`src/rtl/sd_fifo_wr_arbiter.sv`:
```
// sd_fifo_wr_arbiter
//   Write-side arbiter and burst sequencer for the SD controller async_fifo
//   write port. Round-robin grants one requester at a time and holds the grant
//   for an atomic burst of (req_len+1) words, so words from different sources
//   never interleave. An idle timeout aborts a burst whose source stops
//   supplying data; cycles stalled by fifo_full never count toward it.
//
// Ports (wr_clk domain, rst asynchronous active-high):
//   i_req[N_REQ]            per-requester burst request (level)
//   i_req_len[N_REQ*LEN_W]  per-requester burst length minus one
//   i_src_valid[N_REQ]      per-requester data valid
//   i_src_data[N_REQ*WIDTH] per-requester data word
//   o_gnt[N_REQ]            one-hot grant (registered)
//   o_src_ready[N_REQ]      word accepted when valid & ready (combinational)
//   o_fifo_wr_en/o_fifo_din FIFO write port (combinational from i_fifo_full)
//   i_fifo_full             FIFO full flag
//   o_busy                  burst in progress
//   o_cur_src               granted / last granted requester index
//   o_burst_done            one-cycle pulse, burst completed
//   o_burst_abort           one-cycle pulse, burst aborted by timeout
module sd_fifo_wr_arbiter #(
  parameter  int unsigned WIDTH = 8,
  parameter  int unsigned N_REQ = 2,
  parameter  int unsigned LEN_W = 4,
  parameter  int unsigned TMO_W = 4,
  localparam int unsigned IDX_W = (N_REQ > 1) ? $clog2(N_REQ) : 1
) (
  input  logic                     wr_clk,
  input  logic                     rst,
  input  logic [N_REQ-1:0]         i_req,
  input  logic [N_REQ*LEN_W-1:0]   i_req_len,
  input  logic [N_REQ-1:0]         i_src_valid,
  input  logic [N_REQ*WIDTH-1:0]   i_src_data,
  output logic [N_REQ-1:0]         o_gnt,
  output logic [N_REQ-1:0]         o_src_ready,
  output logic                     o_fifo_wr_en,
  output logic [WIDTH-1:0]         o_fifo_din,
  input  logic                     i_fifo_full,
  output logic                     o_busy,
  output logic [IDX_W-1:0]         o_cur_src,
  output logic                     o_burst_done,
  output logic                     o_burst_abort
);

  typedef enum logic [0:0] {
    S_IDLE = 1'b0,
    S_XFER = 1'b1
  } state_t;

  // Registered state
  state_t             r_state;
  logic [IDX_W-1:0]   r_rr_ptr;
  logic [IDX_W-1:0]   r_cur_src;
  logic [LEN_W-1:0]   r_cnt;
  logic [TMO_W-1:0]   r_tmo;
  logic [N_REQ-1:0]   r_gnt;
  logic               r_done;
  logic               r_abort;

  // Next-state values
  state_t             w_state_nxt;
  logic [IDX_W-1:0]   w_rr_nxt;
  logic [IDX_W-1:0]   w_cur_nxt;
  logic [LEN_W-1:0]   w_cnt_nxt;
  logic [TMO_W-1:0]   w_tmo_nxt;
  logic [N_REQ-1:0]   w_gnt_nxt;
  logic               w_done_nxt;
  logic               w_abort_nxt;

  // Unpacked per-requester fields
  logic [LEN_W-1:0]   w_len  [N_REQ];
  logic [WIDTH-1:0]   w_data [N_REQ];

  logic               w_busy;
  logic               w_cur_valid;
  logic               w_wr;
  logic               w_idle_tick;
  logic               w_sel_found;
  logic [IDX_W-1:0]   w_sel;
  logic [N_REQ-1:0]   w_sel_onehot;

  // (p + off) mod N_REQ; both operands are below N_REQ so one subtract suffices
  function automatic logic [IDX_W-1:0] wrap_add(input logic [IDX_W-1:0] p,
                                                input int unsigned    off);
    int unsigned s;
    s = 32'(p) + off;
    if (s >= N_REQ) s = s - N_REQ;
    return IDX_W'(s);
  endfunction

  // Slice the flat request/data buses into per-requester fields
  for (genvar gi = 0; gi < N_REQ; gi++) begin : g_unpack
    assign w_len[gi]  = i_req_len[gi*LEN_W +: LEN_W];
    assign w_data[gi] = i_src_data[gi*WIDTH +: WIDTH];
  end

  // Round-robin pick: first requester at or above rr_ptr, wrapping
  always_comb begin
    w_sel_found = 1'b0;
    w_sel       = '0;
    for (int unsigned off = 0; off < N_REQ; off++) begin
      if (!w_sel_found && i_req[wrap_add(r_rr_ptr, off)]) begin
        w_sel_found = 1'b1;
        w_sel       = wrap_add(r_rr_ptr, off);
      end
    end
  end

  assign w_sel_onehot = {{(N_REQ-1){1'b0}}, 1'b1} << w_sel;

  // Write qualification; full stalls neither write nor count toward timeout
  assign w_busy      = (r_state == S_XFER);
  assign w_cur_valid = i_src_valid[r_cur_src];
  assign w_wr        = w_busy & w_cur_valid & ~i_fifo_full;
  assign w_idle_tick = w_busy & ~w_cur_valid & ~i_fifo_full;

  // Next-state logic
  always_comb begin
    w_state_nxt = r_state;
    w_rr_nxt    = r_rr_ptr;
    w_cur_nxt   = r_cur_src;
    w_cnt_nxt   = r_cnt;
    w_tmo_nxt   = r_tmo;
    w_gnt_nxt   = r_gnt;
    w_done_nxt  = 1'b0;
    w_abort_nxt = 1'b0;

    case (r_state)
      S_IDLE: begin
        if (w_sel_found) begin
          w_cur_nxt   = w_sel;
          w_cnt_nxt   = w_len[w_sel];
          w_tmo_nxt   = '0;
          w_gnt_nxt   = w_sel_onehot;
          w_state_nxt = S_XFER;
        end
      end

      S_XFER: begin
        if (w_wr) begin
          w_tmo_nxt = '0;
          if (r_cnt == '0) begin
            w_gnt_nxt   = '0;
            w_done_nxt  = 1'b1;
            w_rr_nxt    = wrap_add(r_cur_src, 1);
            w_state_nxt = S_IDLE;
          end else begin
            w_cnt_nxt = r_cnt - LEN_W'(1);
          end
        end else if (w_idle_tick) begin
          if (r_tmo == '1) begin
            w_gnt_nxt   = '0;
            w_abort_nxt = 1'b1;
            w_rr_nxt    = wrap_add(r_cur_src, 1);
            w_state_nxt = S_IDLE;
          end else begin
            w_tmo_nxt = r_tmo + TMO_W'(1);
          end
        end
      end

      default: begin
        w_gnt_nxt   = '0;
        w_state_nxt = S_IDLE;
      end
    endcase
  end

  // State register
  always_ff @(posedge wr_clk or posedge rst) begin
    if (rst) begin
      r_state   <= S_IDLE;
      r_rr_ptr  <= '0;
      r_cur_src <= '0;
      r_cnt     <= '0;
      r_tmo     <= '0;
      r_gnt     <= '0;
      r_done    <= 1'b0;
      r_abort   <= 1'b0;
    end else begin
      r_state   <= w_state_nxt;
      r_rr_ptr  <= w_rr_nxt;
      r_cur_src <= w_cur_nxt;
      r_cnt     <= w_cnt_nxt;
      r_tmo     <= w_tmo_nxt;
      r_gnt     <= w_gnt_nxt;
      r_done    <= w_done_nxt;
      r_abort   <= w_abort_nxt;
    end
  end

  // Only the granted source sees ready, and only when the FIFO has room
  always_comb begin
    o_src_ready = '0;
    if (w_busy && !i_fifo_full) o_src_ready[r_cur_src] = 1'b1;
  end

  assign o_fifo_wr_en  = w_wr;
  assign o_fifo_din    = w_busy ? w_data[r_cur_src] : '0;
  assign o_gnt         = r_gnt;
  assign o_busy        = w_busy;
  assign o_cur_src     = r_cur_src;
  assign o_burst_done  = r_done;
  assign o_burst_abort = r_abort;

endmodule

```
`config.mk`:
```
export PLATFORM = sky130hd
export DESIGN_NAME = sd_fifo_wr_arbiter
export DESIGN_NICKNAME = d
export VERILOG_FILES = /design/src/rtl/sd_fifo_wr_arbiter.sv
export SDC_FILE = /design/constraint.sdc
export NUM_CORES = 1
export LEC_CHECK = 0
export ABC_CLOCK_PERIOD_IN_PS = 1900
export CORE_MARGIN = 2
export CORE_UTILIZATION = 41
export DETAILED_ROUTE_END_ITERATION = 6
export PLACE_DENSITY_LB_ADDON = 0.12
export SKIP_LAST_GASP = 1
export SYNTH_ARGS = -nofsm -noshare
export SYNTH_HDL_FRONTEND = slang
export SYNTH_SLANG_ARGS = --single-unit
```
`constraint.sdc`:
```
create_clock -name wr_clk -period 1.9 [get_ports wr_clk]
set_input_delay 0.475 -clock wr_clk [delete_from_list [all_inputs] [get_ports wr_clk]]
set_output_delay 0.475 -clock wr_clk [all_outputs]
set_load 0.005 [all_outputs]
```
# After elaboration in Yosys (flattened, before gate mapping)
# Cells that the tools add are included.
dict set report classes {
  addsub 7
  order_cmp 9
  n_eq_ne 9
  shifts 1
  n_mux 55
  n_bitwise 9
  reduce_logical 13
}
# cell n
set ops {}
lappend ops {{two-way mux 4 bit} 10}
lappend ops {{two-way mux 8 bit} 4}
lappend ops {{two-way mux 1 bit} 30}
lappend ops {{case mux 4 bit (2 select lines)} 2}
lappend ops {{two-way mux 2 bit} 6}
lappend ops {{inequality test 3 x 2 -> 1 bit, second input constant} 3}
lappend ops {{greater-or-equal comparator 2 bit, second input constant} 4}
lappend ops {{AND reduction 4 bit} 2}
lappend ops {{< comparator 1 x 2 -> 1 bit, second input constant} 3}
lappend ops {{inequality test 2 bit, second input constant} 3}
lappend ops {{AND reduction 3 bit} 2}
lappend ops {{adder 1 x 1 -> 2 bit, second input constant} 2}
lappend ops {{adder 4 x 1 -> 4 bit, second input constant} 1}
lappend ops {{AND 1 bit} 4}
lappend ops {{== test 4 bit, second input constant} 1}
lappend ops {{logical NOT 4 bit} 1}
lappend ops {{inverter 1 -> 2 bit} 2}
lappend ops {{case mux 2 bit (2 select lines)} 1}
lappend ops {{nonzero test 2 bit} 2}
lappend ops {{subtractor 4 x 1 -> 4 bit, second input constant} 1}
lappend ops {{logical AND 1 bit} 3}
lappend ops {{inequality test 3 bit, second input constant} 1}
lappend ops {{inverter 1 bit} 3}
lappend ops {{subtractor 1 bit, second input constant} 3}
lappend ops {{other kinds (8)} 9}
dict set report totals {
  register_bits 15
  output_inout_bits 17
}

# Logic depth before layout (Yosys ltp)
dict set report depth {
  depth_word 14
  ltp_mapped 6
}

# Worst setup path before layout
# No wires, ideal clock.
dict set report synth_timing {
  path_type {register to register}
  from {reg r_cnt[0]}
  to {reg r_cnt[0]}
  setup_time_ps 129
  arrival_time_ps 1524
  path_slack_ps 247
  stages_incl_launch_ff 7
  synth_period_minus_slack_ps 1653
  cell_sequence {dfrtp_1 -> inv_1 -> ha_1 -> or3b_4 -> a31oi_4 -> mux2i_1 -> o31ai_1}
}
dict set report synth_between {
  elab_chain_cells 4
}
# item line_no
set synth_lines {}
lappend synth_lines {{start: declaration} 54} ;# logic [LEN_W-1:0] r_cnt;
lappend synth_lines {{start signal: assignment} 184} ;# r_cnt <= w_cnt_nxt;
lappend synth_lines {{subtractor 4 x 1 -> 4 bit} 148} ;# w_cnt_nxt = r_cnt - LEN_W'(1);
lappend synth_lines {{two-way mux 4 bit} 142} ;# if (r_cnt == '0) begin
lappend synth_lines {{two-way mux 4 bit} 140} ;# if (w_wr) begin
lappend synth_lines {{case mux 4 bit (2 select lines)} 128} ;# case (r_state)
# Parallel ways exist; a longest one is shown, timed or not. The select of a mux whose other input is x is not followed.
# A chain may end at the register's enable or synchronous reset.

# Worst setup path after layout
dict set report layout_timing {
  from {reg r_cur_src (netlist: o_cur_src)}
  to {out o_fifo_din[4]}
}
dict set report layout_between {
  elab_chain_cells 5
}
# item line_no
set layout_lines {}
lappend layout_lines {{start: declaration} 53} ;# logic [IDX_W-1:0] r_cur_src;
lappend layout_lines {{start signal: assignment} 183} ;# r_cur_src <= w_cur_nxt;
lappend layout_lines {{inverter 1 -> 2 bit (implied by the code)} 199} ;# assign o_fifo_din = w_busy ? w_data[r_cur_src] : '0;
lappend layout_lines {{two-way mux 8 bit (implied by the code) (3 in series)} 199}
lappend layout_lines {{two-way mux 8 bit} 199}
lappend layout_lines {{end: declaration} 37} ;# output logic [WIDTH-1:0] o_fifo_din,
# Every way passes these cells. The select of a mux whose other input is x is not followed.

==> results.toml <==
[routing]
drt_iter0_drc = 8
routed_wl_mm = 2.67
drc = 0
drt.antenna.violating_nets = 0
dr.pass1.iters = 4
vias = 1050
wl_per_cell_um = 13.1
viasPerCell = 5.15

[floorplanning]
fp.dieArea_um2 = 2990
die_x_um = 54.7
initial_core_util = 0.429
rows = 18
fp.coreArea_um2 = 2450
dieHeight_um = 54.7
io_pins = 48

[layout]
nets = 208
antenna_cells = 0
area_growth_pct = 58.6
final_area_um2 = 1670
final_util = 0.680
drive_gt1_frac = 0.253

[clock_tree]
htree_levels = 1
postCtsHoldBufs = 0
path_clk_slew_ns = 0.09
clock_latency_ns = 0.29
numCtsBuffers = 3
cts_tree = "yes"
clock_path_buffers = 2
cts_root_buffer = "clkbuf_4"
cts_sinks = 15

[run]
maxCapViolCount = 0

[sta]
final.setup.tns_ns = 0
period_needed_ns = 1.85
hold_viol_final = 0
skew_ns = 0.00727
max_freq_mhz = 542
slew_violations = 0
tightestPinTransition_ns = 0.560
hold-worst-slack_ns = 0.490
final-setup-viol-count = 0
rsz0062_at_grt = "true"
setup_ws_ns = 0.0539
timing.final.crit_share = 0.972
slew_headroom = 0.626

[worst_setup_path]
path_class = "reg2out"
cp_max_fo = 6
required_ns = 1.42
startpoint_type = "flop"
timing.rr.end = "r_rr_ptr"
crit_chain = "buf_4 > buf_6 > mux2i_1 > nor2_1 > clkdlybuf4s15_1"
reg2reg_slack_ns = 0.14
cp_slowest_cell = "dfrtp_2"
cpPeakStageDelay_ns = 0.42
crit_path_end_kind = "primary output"
critPathArrivalTime_ns = 1.37
reg2reg_depth = 6
worstReg2RegStart = "r_cnt[0]"

[synth]
synth.largest_area_cell = "dfrtp_1"
synth_cells = 111
synth_seq_cells = 15
synth_nets = 144
synth_area_um2 = 1050
synth_cell_types = 41
syn_area_per_cell_um2 = 9.48
seq_area_frac_synth = 0.357
yosys_most_used_dff = "dfrtp_1"
ys_top_cells_by_count = "dfrtp_1, nor2_1, mux2i_1"
yosys_warnings = 0
synth_top_area_frac = 0.357
synth_area_leaders = "dfrtp_1, mux2i_1, nor2_1"
synth-async-reset-ratio = 1.00
yosys.cell_count.top_type = "dfrtp_1"
synth_edf_count = 0

[grt]
grt.total_usage = 0.221
grt_pass1_wl_mm = 4.53
grt_max_degree = 16
grt_pass1_vias = 1055
overflow = 0
antenna_found_initial = 0

[run_status]
outcome = "finished clean"

[min_path]
hold_class = "reg2reg"
hold_start = "o_gnt[0]"
min_to = "o_gnt[0]"
whs_path_depth = 1

[placement]
place.gp.congestion = 0.714
placed_cell_area_um2 = 1620
numPortBuffers = 47
place_hpwl_mm = 2.14
post-place-ws_ns = -0.452

[power_and_ir_drop]
p_leak_nw = 0.817
ir_drop_mv = 0.631
powerDensity_nw_per_um2 = 1100
==> cell families after synthesis <==
group / Yosys count / share of synthesized area
simple gates: 43 / 0.214
compound gates: 26 / 0.206
flops: 15 / 0.357
mux: 13 / 0.141
buf+inv: 11 / 0.0499
fa+ha+maj: 2 / 0.0238
xor+xnor: 1 / 0.00832
==> worst max-delay path by stage <==
stage	endpoint	from	cells after the start	slack (ns)
after floorplan	r_cnt[0]	r_cnt[0]	6	0.25
after global placement	o_fifo_wr_en	i_fifo_full	4	-0.42
after detailed placement	o_fifo_wr_en	i_fifo_full	4	-0.45
after CTS	o_fifo_din[6]	o_cur_src	5	-0.04
after global routing	o_fifo_din[4]	o_cur_src	5	-0.07
final	o_fifo_din[4]	o_cur_src	5	0.05
==> worst max-delay path: cells and delay by family (launching register included) <==
kind | cells | cell delay, ns
simple gates | 1 | 0.08
mux | 1 | 0.11
buf+inv | 3 | 0.48
flops | 1 | 0.42
==> placed cells by master, fill, tap and decap left out, drive strengths merged, types with 2 or more instances in the layout <==
cell type | netlist | routed
dfrtp | 15 | 15
o2bb2ai | 2 | 2
and2 | 2 | 2
nand3 | 3 | 3
clkbuf | 1 | 11
dlygate4sd2 | 0 | 4
nand2 | 7 | 7
mux2i | 11 | 11
buf | 4 | 17
and3 | 2 | 2
ha | 2 | 2
inv | 6 | 6
clkdlybuf4s15 | 0 | 2
nor3 | 3 | 3
mux2 | 2 | 2
nor2 | 13 | 13
nand2b | 2 | 2
dlymetal6s2s | 0 | 2
nor2b | 3 | 3
and3b | 3 | 3
a21oi | 3 | 3
o31ai | 4 | 4
a22o | 2 | 2
clkdlybuf4s50 | 0 | 31
o21ai | 4 | 4
a211oi | 3 | 3
==> power breakdown <==
part / switching, W / internal (W)
clock: 0.000110 / 0.0000783
sequential: 0.000117 / 0.000446
combinational: 0.000471 / 0.000615
total: 0.000698 / 0.00114
==> final cells by class <==
cell class | instances | area, um2
Tap cell | 30 | 37.5
Multi-Input combinational cell | 85 | 637
Clock inverter | 1 | 5.00
Timing Repair Buffer | 64 | 567
Clock buffer | 3 | 22.5
Fill cell | 210 | 786
Inverter | 6 | 22.5
Sequential cell | 15 | 378
==> sequential cells by signal, summed over array words and instances, names as in the netlist <==
name,cells
o_burst_done,1
r_tmo,4
o_gnt,2
o_burst_abort,1
r_cnt,4
o_busy,1
r_rr_ptr,1
o_cur_src,1
==> metal layers <==
| layer | wire [um] | global-route usage | part of all wire | vias to the layer above |
|---|---|---|---|---|
| li1 | - | - | - | 527 |
| met1 | 1080 | 0.248 | 0.40 | 480 |
| met5 | 0 | 0 | 0 | - |
| met4 | 34 | 0.0833 | 0.013 | 0 |
| met3 | 217 | 0.0929 | 0.081 | 5 |
| met2 | 1340 | 0.367 | 0.50 | 38 |
==> repair_timing <==
| action | CTS | global route |
|---|---|---|
| gates resized for setup | 23 | 19 |
| hold endpoints to repair | 0 | 0 |
| setup buffers | 5 | 0 |
| pin swaps | 0 | 1 |
| setup endpoints to repair | 12 | 11 |
==> metrics by stage <==
step	power [W]	std cells
global route	0.00200	204
finish	0.00184	204
CTS	0.00187	204
detailed placement	0.00164	195
global placement	0.00161	195
floorplan	0.00118	111
No activity file was read; power rests on OpenSTA's default activity.
